$ cat src/rtl/operand_fetch.sv
// operand_fetch: register file with write-back bypass feeding a one-deep valid/ready operand register for the ALU
module operand_fetch #(
  parameter int Address_Width = 5,
  parameter int Data_Width    = 32
) (
  input  logic                     clk,
  input  logic                     rst,
  input  logic                     in_valid,
  output logic                     in_ready,
  input  logic [Address_Width-1:0] rs1,
  input  logic [Address_Width-1:0] rs2,
  input  logic [Address_Width-1:0] rd,
  input  logic [Data_Width-1:0]    imm,
  input  logic                     ALUsrc,
  input  logic                     ALU_ctrl_in,
  input  logic                     RegWrite_in,
  input  logic                     wb_en,
  input  logic [Address_Width-1:0] wb_addr,
  input  logic [Data_Width-1:0]    wb_data,
  output logic                     out_valid,
  input  logic                     out_ready,
  output logic [Data_Width-1:0]    op1,
  output logic [Data_Width-1:0]    op2,
  output logic                     ALU_ctrl,
  output logic [Address_Width-1:0] rd_q,
  output logic                     RegWrite_q,
  output logic [Data_Width-1:0]    a0
);
  logic [Data_Width-1:0] regs [2**Address_Width];
  logic [Data_Width-1:0] rd1, rd2, op2_next;
  logic                  cap;
  // reads see a same-cycle write-back; x0 is forced to zero
  always_comb begin
    rd1      = (rs1 == '0) ? '0 : (wb_en && wb_addr == rs1) ? wb_data : regs[rs1];
    rd2      = (rs2 == '0) ? '0 : (wb_en && wb_addr == rs2) ? wb_data : regs[rs2];
    op2_next = ALUsrc ? imm : rd2;
    in_ready = !out_valid || out_ready;
    cap      = in_valid && in_ready;
    a0       = regs[10];
  end
  // register file: cleared by reset, x0 never written
  always_ff @(posedge clk) begin
    if (!rst) begin
      for (int i = 0; i < 2**Address_Width; i++) regs[i] <= '0;
    end else if (wb_en && wb_addr != '0) begin
      regs[wb_addr] <= wb_data;
    end
  end
  // operand bundle: load on capture, drop valid on consume, hold while stalled
  always_ff @(posedge clk) begin
    if (!rst) begin
      out_valid  <= 1'b0;
      op1        <= '0;
      op2        <= '0;
      ALU_ctrl   <= 1'b0;
      rd_q       <= '0;
      RegWrite_q <= 1'b0;
    end else if (cap) begin
      out_valid  <= 1'b1;
      op1        <= rd1;
      op2        <= op2_next;
      ALU_ctrl   <= ALU_ctrl_in;
      rd_q       <= rd;
      RegWrite_q <= RegWrite_in;
    end else if (out_ready) begin
      out_valid  <= 1'b0;
    end
  end
endmodule

$ cat config.mk
export PLATFORM = sky130hd
export DESIGN_NAME = operand_fetch
export DESIGN_NICKNAME = d
export VERILOG_FILES = /design/src/rtl/operand_fetch.sv
export SDC_FILE = /design/constraint.sdc
export NUM_CORES = 2
export LEC_CHECK = 0
export ABC_CLOCK_PERIOD_IN_PS = 7950
export BUFFER_PORTS_ARGS = -buffer_cell sky130_fd_sc_hd__buf_2
export CAP_MARGIN = 20
export CELL_PAD_IN_SITES_DETAIL_PLACEMENT = 1
export CELL_PAD_IN_SITES_GLOBAL_PLACEMENT = 2
export CORE_ASPECT_RATIO = 0.75
export CORE_MARGIN = 2
export CORE_UTILIZATION = 49
export DETAILED_ROUTE_END_ITERATION = 10
export PLACE_DENSITY = 0.95
export SYNTH_ARGS = -nofsm -noshare
export SYNTH_HDL_FRONTEND = slang
export SYNTH_SLANG_ARGS = --single-unit
$ cat constraint.sdc
create_clock -name clk -period 7.95 [get_ports clk]
set_input_delay 1.59 -clock clk [delete_from_list [all_inputs] [get_ports clk]]
set_output_delay 1.59 -clock clk [all_outputs]
set_load 0.05 [all_outputs]
# [Word-level counts from Yosys, hierarchy flattened]
# Memories as Yosys holds them, arrays and structs flattened.
# Index checks and enable logic that the tools add are counted.
# Widths: inputs -> output; s select.
[classes] n_mux=14 n_reduce_logical=11 n_eq_ne=2
[op_table] op="$mux 32" n=6
[op_table] op="$reduce_or 32->1" n=1
[op_table] op="$eq 5x5->1" n=2
[op_table] op="$logic_not 5->1" n=2
[op_table] op="$mux 1" n=7
[op_table] op="$mux 5" n=1
[op_table] op="$reduce_bool 5->1" n=1
[op_table] op="$logic_and 1x1->1" n=4
[op_table] op="$reduce_bool 2->1" n=1
[op_table] op="$logic_not 1->1" n=1
[op_table] op="$logic_or 1x1->1" n=1
[totals] word_cells=34 ram_bits=1024 out_inout_bits=105 reg_bits=72 inputBits=92 memories=1
[mem_list] name="regs" words=32 width=32 read_ports=3 rd_ports_with_merged_regs=0 wr=32 line_no="29" rtl="logic [Data_Width-1:0] regs [2**Address_Width];"

# [Depth between registers and ports, before layout]
[logic_depth] depth_word=7 mapped_depth=10 ltp_nobuf=5

# [Worst setup path after synthesis]
# No wires, ideal clock.
[synth_path] kind="input -> register" startpoint="in wb_addr[2]" endpoint="mem regs[10][0], enable pin" slack_ps=2804 cell_stages=4 setup_ps=466 path_buffers=2 required_time_ps=7484 t_arrival_ps=4680 path_cell_list="buf_2 -> or3b_2 -> clkbuf_1 -> o21ai_0"
[synth_lines] element="start, declared" line_no="18" rtl="input logic [Address_Width-1:0] wb_addr,"
[synth_lines] element="end, declared" line_no="29"

# [Worst setup path in the final report]
[layout_path] startpoint="in rs1[0]" endpoint="reg op1[28]"
[layout_between] elab_chain_cells=4 elab_cells_between_ends=6 classes_between="eq/ne: 1; mux: 2; reduce/logical: 2; memory: 1"
[layout_rtl] element="start, declared" line_no="10" rtl="input logic [Address_Width-1:0] rs1,"
[layout_rtl] element="branches (longest 3 deep; another with $mem_v2 32x32)"
[layout_rtl] element="$mux 32 *" line_no="34" rtl="rd1 = (rs1 == '0) ? '0 : (wb_en && wb_addr == rs1) ? wb_data : regs[rs1];"
[layout_rtl] element="end signal, assigned" line_no="60" rtl="op1 <= rd1;"
[layout_rtl] element="end, declared" line_no="22" rtl="output logic [Data_Width-1:0] op1,"
# Mark *: on every way between the ends.
# A chain may end at the register's enable or synchronous reset.

==> out/qor.tcl <==
set qor(status) {completed}
set qor(placement.io_buffers) 196
set qor(regToRegEndpoint) {op1[0]}
set qor(route.detailed.wl_per_inst_um) 37.9
set qor(worstSetupEndpointType) {flip-flop}
set qor(cp_data_arrival_time_ns) 4.82
set qor(route.detailed.vias_per_inst) 7.20
set qor(globalRouteTotalUtil) 0.367
set qor(cts_root_buf) {sky130_fd_sc_hd__clkbuf_16}
set qor(grt.overflow.total) 0
set qor(critical_path.endpoint) {op1[28]}
set qor(cp_common_cell) {sky130_fd_sc_hd__nand4_1}
set qor(yosys_warnings) 0
set qor(wire_length_of_the_first_global_routing_pass_um) 319000
set qor(grt_max_degree) 128
set qor(reg2reg_setup_slack_ns) 5.52
set qor(slowest_delay_ns) 1.00
set qor(crit_path_top_delay_cell) {sky130_fd_sc_hd__nor2b_4}
set qor(row_count) 109
set qor(power.density_cell_area_nw_per_um2) 220
set qor(max_clock_freq_mhz) 239
set qor(timing.final.setup_violations) 0
set qor(path_clk_slew_ns) 0.06
set qor(final-seq-area_sq_um) 32200
set qor(core_region_area_sq_um) 117000
set qor(overall_routed_net_length_um) 226000
set qor(timing.final.crit_share) 0.527
set qor(reg2reg_from) {out_valid}
set qor(nFillCells) 11383
set qor(drive_gt1_frac) 0.191
set qor(cts.repair.resized) 0
set qor(syn_to_final_growth_pct) 10.4
set qor(drt_iter0_markers) 7393
set qor(die_height_um) 302
set qor(async_reset_ff_frac) 0
set qor(minimum_hold_slack_ns) 0.457
set qor(layout_min_cycle_time_ns) 4.19
set qor(cts_htree_levels) 3
set qor(floorplan.die_area_sq_um) 121000
set qor(synthTopCellsByArea) {sky130_fd_sc_hd__edfxtp_1 53%, sky130_fd_sc_hd__and2_1 11%, sky130_fd_sc_hd__mux2i_1 8.9%, sky130_fd_sc_hd__mux4_2 8.7%, sky130_fd_sc_hd__dfxtp_1 2.5%}
set qor(first_global_vias) 43164
set qor(hold_buffers) 0
set qor(gp_congestion) 0.908
set qor(static-leakage-power_nw) 23.6
set qor(cts_made_buffers) 112
set qor(post_synth_inst_count) 4335
set qor(ir_drop_mv) 0.175
set qor(timing.max_cap.violations) 0
set qor(synth_area_sq_um) 57800
set qor(synth.ff_latch_count) 1096
set qor(dominantRegCellSynth) {sky130_fd_sc_hd__edfxtp_1}
set qor(number_of_enable_type_register_cells_in_the_synthesized_netlist) 1024
set qor(timing.critical_path.cells) {buf_8 > nor2b_4 > buf_4 > a22oi_1 > nand4_1 > nand4_1 > o211a_1}
set qor(remaining_drc_errors) 0
set qor(path_depth) 7
set qor(synth_sequential_area_ratio) 0.556
set qor(tritoncts) {built}
set qor(grt_antenna_before_repair) 16
set qor(dr.pass1.iters) 6
set qor(finalClockSkew_ns) 0.0234
set qor(clk_latency_ns) 0.74
set qor(rsz0062_at_grt) {false}
set qor(ws_path_type) {input port to flip-flop}
set qor(antenna_left) 0
set qor(multi_input_comb_area_sq_um) 24200
set qor(tns_ns) 0
set qor(timing.slew.headroom) 0.197
set qor(final_hold_viol_count) 0
set qor(syn-mean-instance-area_sq_um) 13.3
set qor(final-max-slew-violation-count) 0
set qor(critical_path.n_buffers_inverters) 2
set qor(crit_path_start_kind) {input port}
set qor(max_slew.worst_pin.slew_ns) 1.20
set qor(worstRegToRegCells) 7
set qor(synthDistinctLibCells) 51
set qor(cp_data_required_time_ns) 8.58
set qor(dp.final_hpwl_um) 136000
set qor(nNetsFinal) 4406
set qor(cts-root-to-sink-buffers) 3
set qor(hold_class) {flip-flop to flip-flop}
set qor(routed-via-count) 42984
set qor(netlist.top_cell.by_area) {sky130_fd_sc_hd__edfxtp_1}
set qor(timing.critical_path.max_delay_family) {simple AND/OR/NAND/NOR gates}
set qor(start_util) 0.493
set qor(yosys.area.top_type_share) 0.532
set qor(path_max_fanout) 62
set qor(timing.critical_path.from) {rs1[0]}
set qor(count_of_boundary_i_o_pins) 197
set qor(post-cts-setup-buffers) 0
set qor(chipWidth_um) 401
set qor(clock-sinks) 1096
[routing by layer]
| layer | part of all wire | global-route usage | routed length, um | vias to the layer above |
|---|---|---|---|---|
| met5 | 0.00039 | 0 | 89 | - |
| met3 | 0.16 | 0.130 | 35100 | 750 |
| met4 | 0.050 | 0.165 | 11200 | 12 |
| li1 | - | - | - | 16422 |
| met1 | 0.36 | 0.488 | 81700 | 21988 |
| met2 | 0.43 | 0.544 | 98000 | 3812 |
[per-stage QoR]
step / power [W] / instances / setup slack, ns / util / cell area [sq um]
after floorplan: 0.00796 / 4366 / 2.80 / - / 58000
after global placement: 0.00861 / 5752 / 3.22 / 0.513 / 60200
after detailed placement: 0.00870 / 5753 / 3.14 / 0.513 / 60300
after CTS: 0.0139 / 5966 / 3.88 / 0.544 / 63800
after global routing: 0.0142 / 5968 / 3.66 / 0.544 / 63900
final: 0.0140 / 5970 / 3.76 / 0.544 / 63900
[how the worst min path moves through the flow]
| stage | start | to | slack (ns) | cells after the start |
|---|---|---|---|---|
| floorplan | ALU_ctrl | ALU_ctrl | 0.68 | 2 |
| global placement | rd_q[4] | rd_q[4] | 0.44 | 2 |
| detailed placement | rd_q[2] | rd_q[2] | 0.45 | 2 |
| CTS | rd_q[2] | rd_q[2] | 0.46 | 2 |
| global route | rd_q[3] | rd_q[3] | 0.48 | 2 |
| finish | rd_q[2] | rd_q[2] | 0.46 | 2 |
[synthesized netlist by cell type (all sizes together), types with 5 or more instances]
cell type / number
dfxtp: 72
nor2b: 5
buf: 149
a211o: 32
clkbuf: 316
nor3: 33
o221ai: 32
and2: 995
a22oi: 160
edfxtp: 1024
mux2i: 512
o22ai: 32
o211a: 32
nand3: 33
o21ai: 96
mux2: 64
xnor2: 8
a21oi: 41
nand2: 149
nand4: 98
a221oi: 96
a22o: 64
nor2: 36
mux4: 224
[area by class of cell]
| type | instances | share of cell area |
|---|---|---|
| Antenna cell | 3 | 0.000118 |
| Sequential cell | 1096 | 0.504 |
| Multi-Input combinational cell | 2802 | 0.380 |
| Timing Repair Buffer | 299 | 0.0294 |
| Tap cell | 1554 | 0.0304 |
| Clock inverter | 70 | 0.00868 |
| Inverter | 3 | 0.000176 |
| Clock buffer | 143 | 0.0475 |
[worst min-delay path, stage by stage, from the launching register on]
cell                      delay, ns
sky130_fd_sc_hd__dfxtp_1       0.31
sky130_fd_sc_hd__nand2_1       0.05
sky130_fd_sc_hd__a21oi_1       0.05
[registers in the layout (all words and copies together), names as in the netlist]
name        flops
regs         1024
op1            32
op2            32
rd_q            5
ALU_ctrl        1
RegWrite_q      1
out_valid       1
[power breakdown]
part	internal, W	switching (W)	total (W)
clock network	0.00292	0.00242	0.00534
registers	0.00663	0.000227	0.00686
logic	0.000576	0.00126	0.00183
total	0.0101	0.00391	0.0140
[layout by cell type, fill, tap and decap left out, types with 4 or more instances in the layout]
cell and count:
sky130_fd_sc_hd__a211o_1 32, sky130_fd_sc_hd__a21oi_1 41, sky130_fd_sc_hd__a221oi_1 94, sky130_fd_sc_hd__a22o_1 64, sky130_fd_sc_hd__a22oi_1 160, sky130_fd_sc_hd__and2_1 993, sky130_fd_sc_hd__buf_12 4, sky130_fd_sc_hd__buf_2 191
sky130_fd_sc_hd__buf_4 97, sky130_fd_sc_hd__buf_8 4, sky130_fd_sc_hd__bufinv_16 7, sky130_fd_sc_hd__clkbuf_1 22, sky130_fd_sc_hd__clkbuf_16 114, sky130_fd_sc_hd__clkbuf_8 8, sky130_fd_sc_hd__clkinv_1 25, sky130_fd_sc_hd__clkinv_2 30
sky130_fd_sc_hd__conb_1 32, sky130_fd_sc_hd__dfxtp_1 72, sky130_fd_sc_hd__edfxtp_1 1024, sky130_fd_sc_hd__mux2_2 64, sky130_fd_sc_hd__mux2i_1 512, sky130_fd_sc_hd__mux4_2 224, sky130_fd_sc_hd__nand2_1 148, sky130_fd_sc_hd__nand3_1 33
sky130_fd_sc_hd__nand4_1 98, sky130_fd_sc_hd__nor2_2 18, sky130_fd_sc_hd__nor2_4 16, sky130_fd_sc_hd__nor3_1 33, sky130_fd_sc_hd__o211a_1 32, sky130_fd_sc_hd__o21ai_0 60, sky130_fd_sc_hd__o21ai_1 4, sky130_fd_sc_hd__o21ai_4 31
sky130_fd_sc_hd__o221ai_1 32, sky130_fd_sc_hd__o22ai_1 32, sky130_fd_sc_hd__xnor2_1 8
[cell families (layout without fill, tap and decap cells)]
kind of cell / after synthesis / after routing / synth area share
simple gates: 1374 / 1374 / 0.140
flops: 1096 / 1096 / 0.556
mux: 800 / 800 / 0.188
compound gates: 586 / 586 / 0.0759
buf+inv: 468 / 515 / 0.0375
xor+xnor: 10 / 10 / 0.00151
other cells: 1 / 35 / 0.0000648
Power figures use the tool's default switching activity.
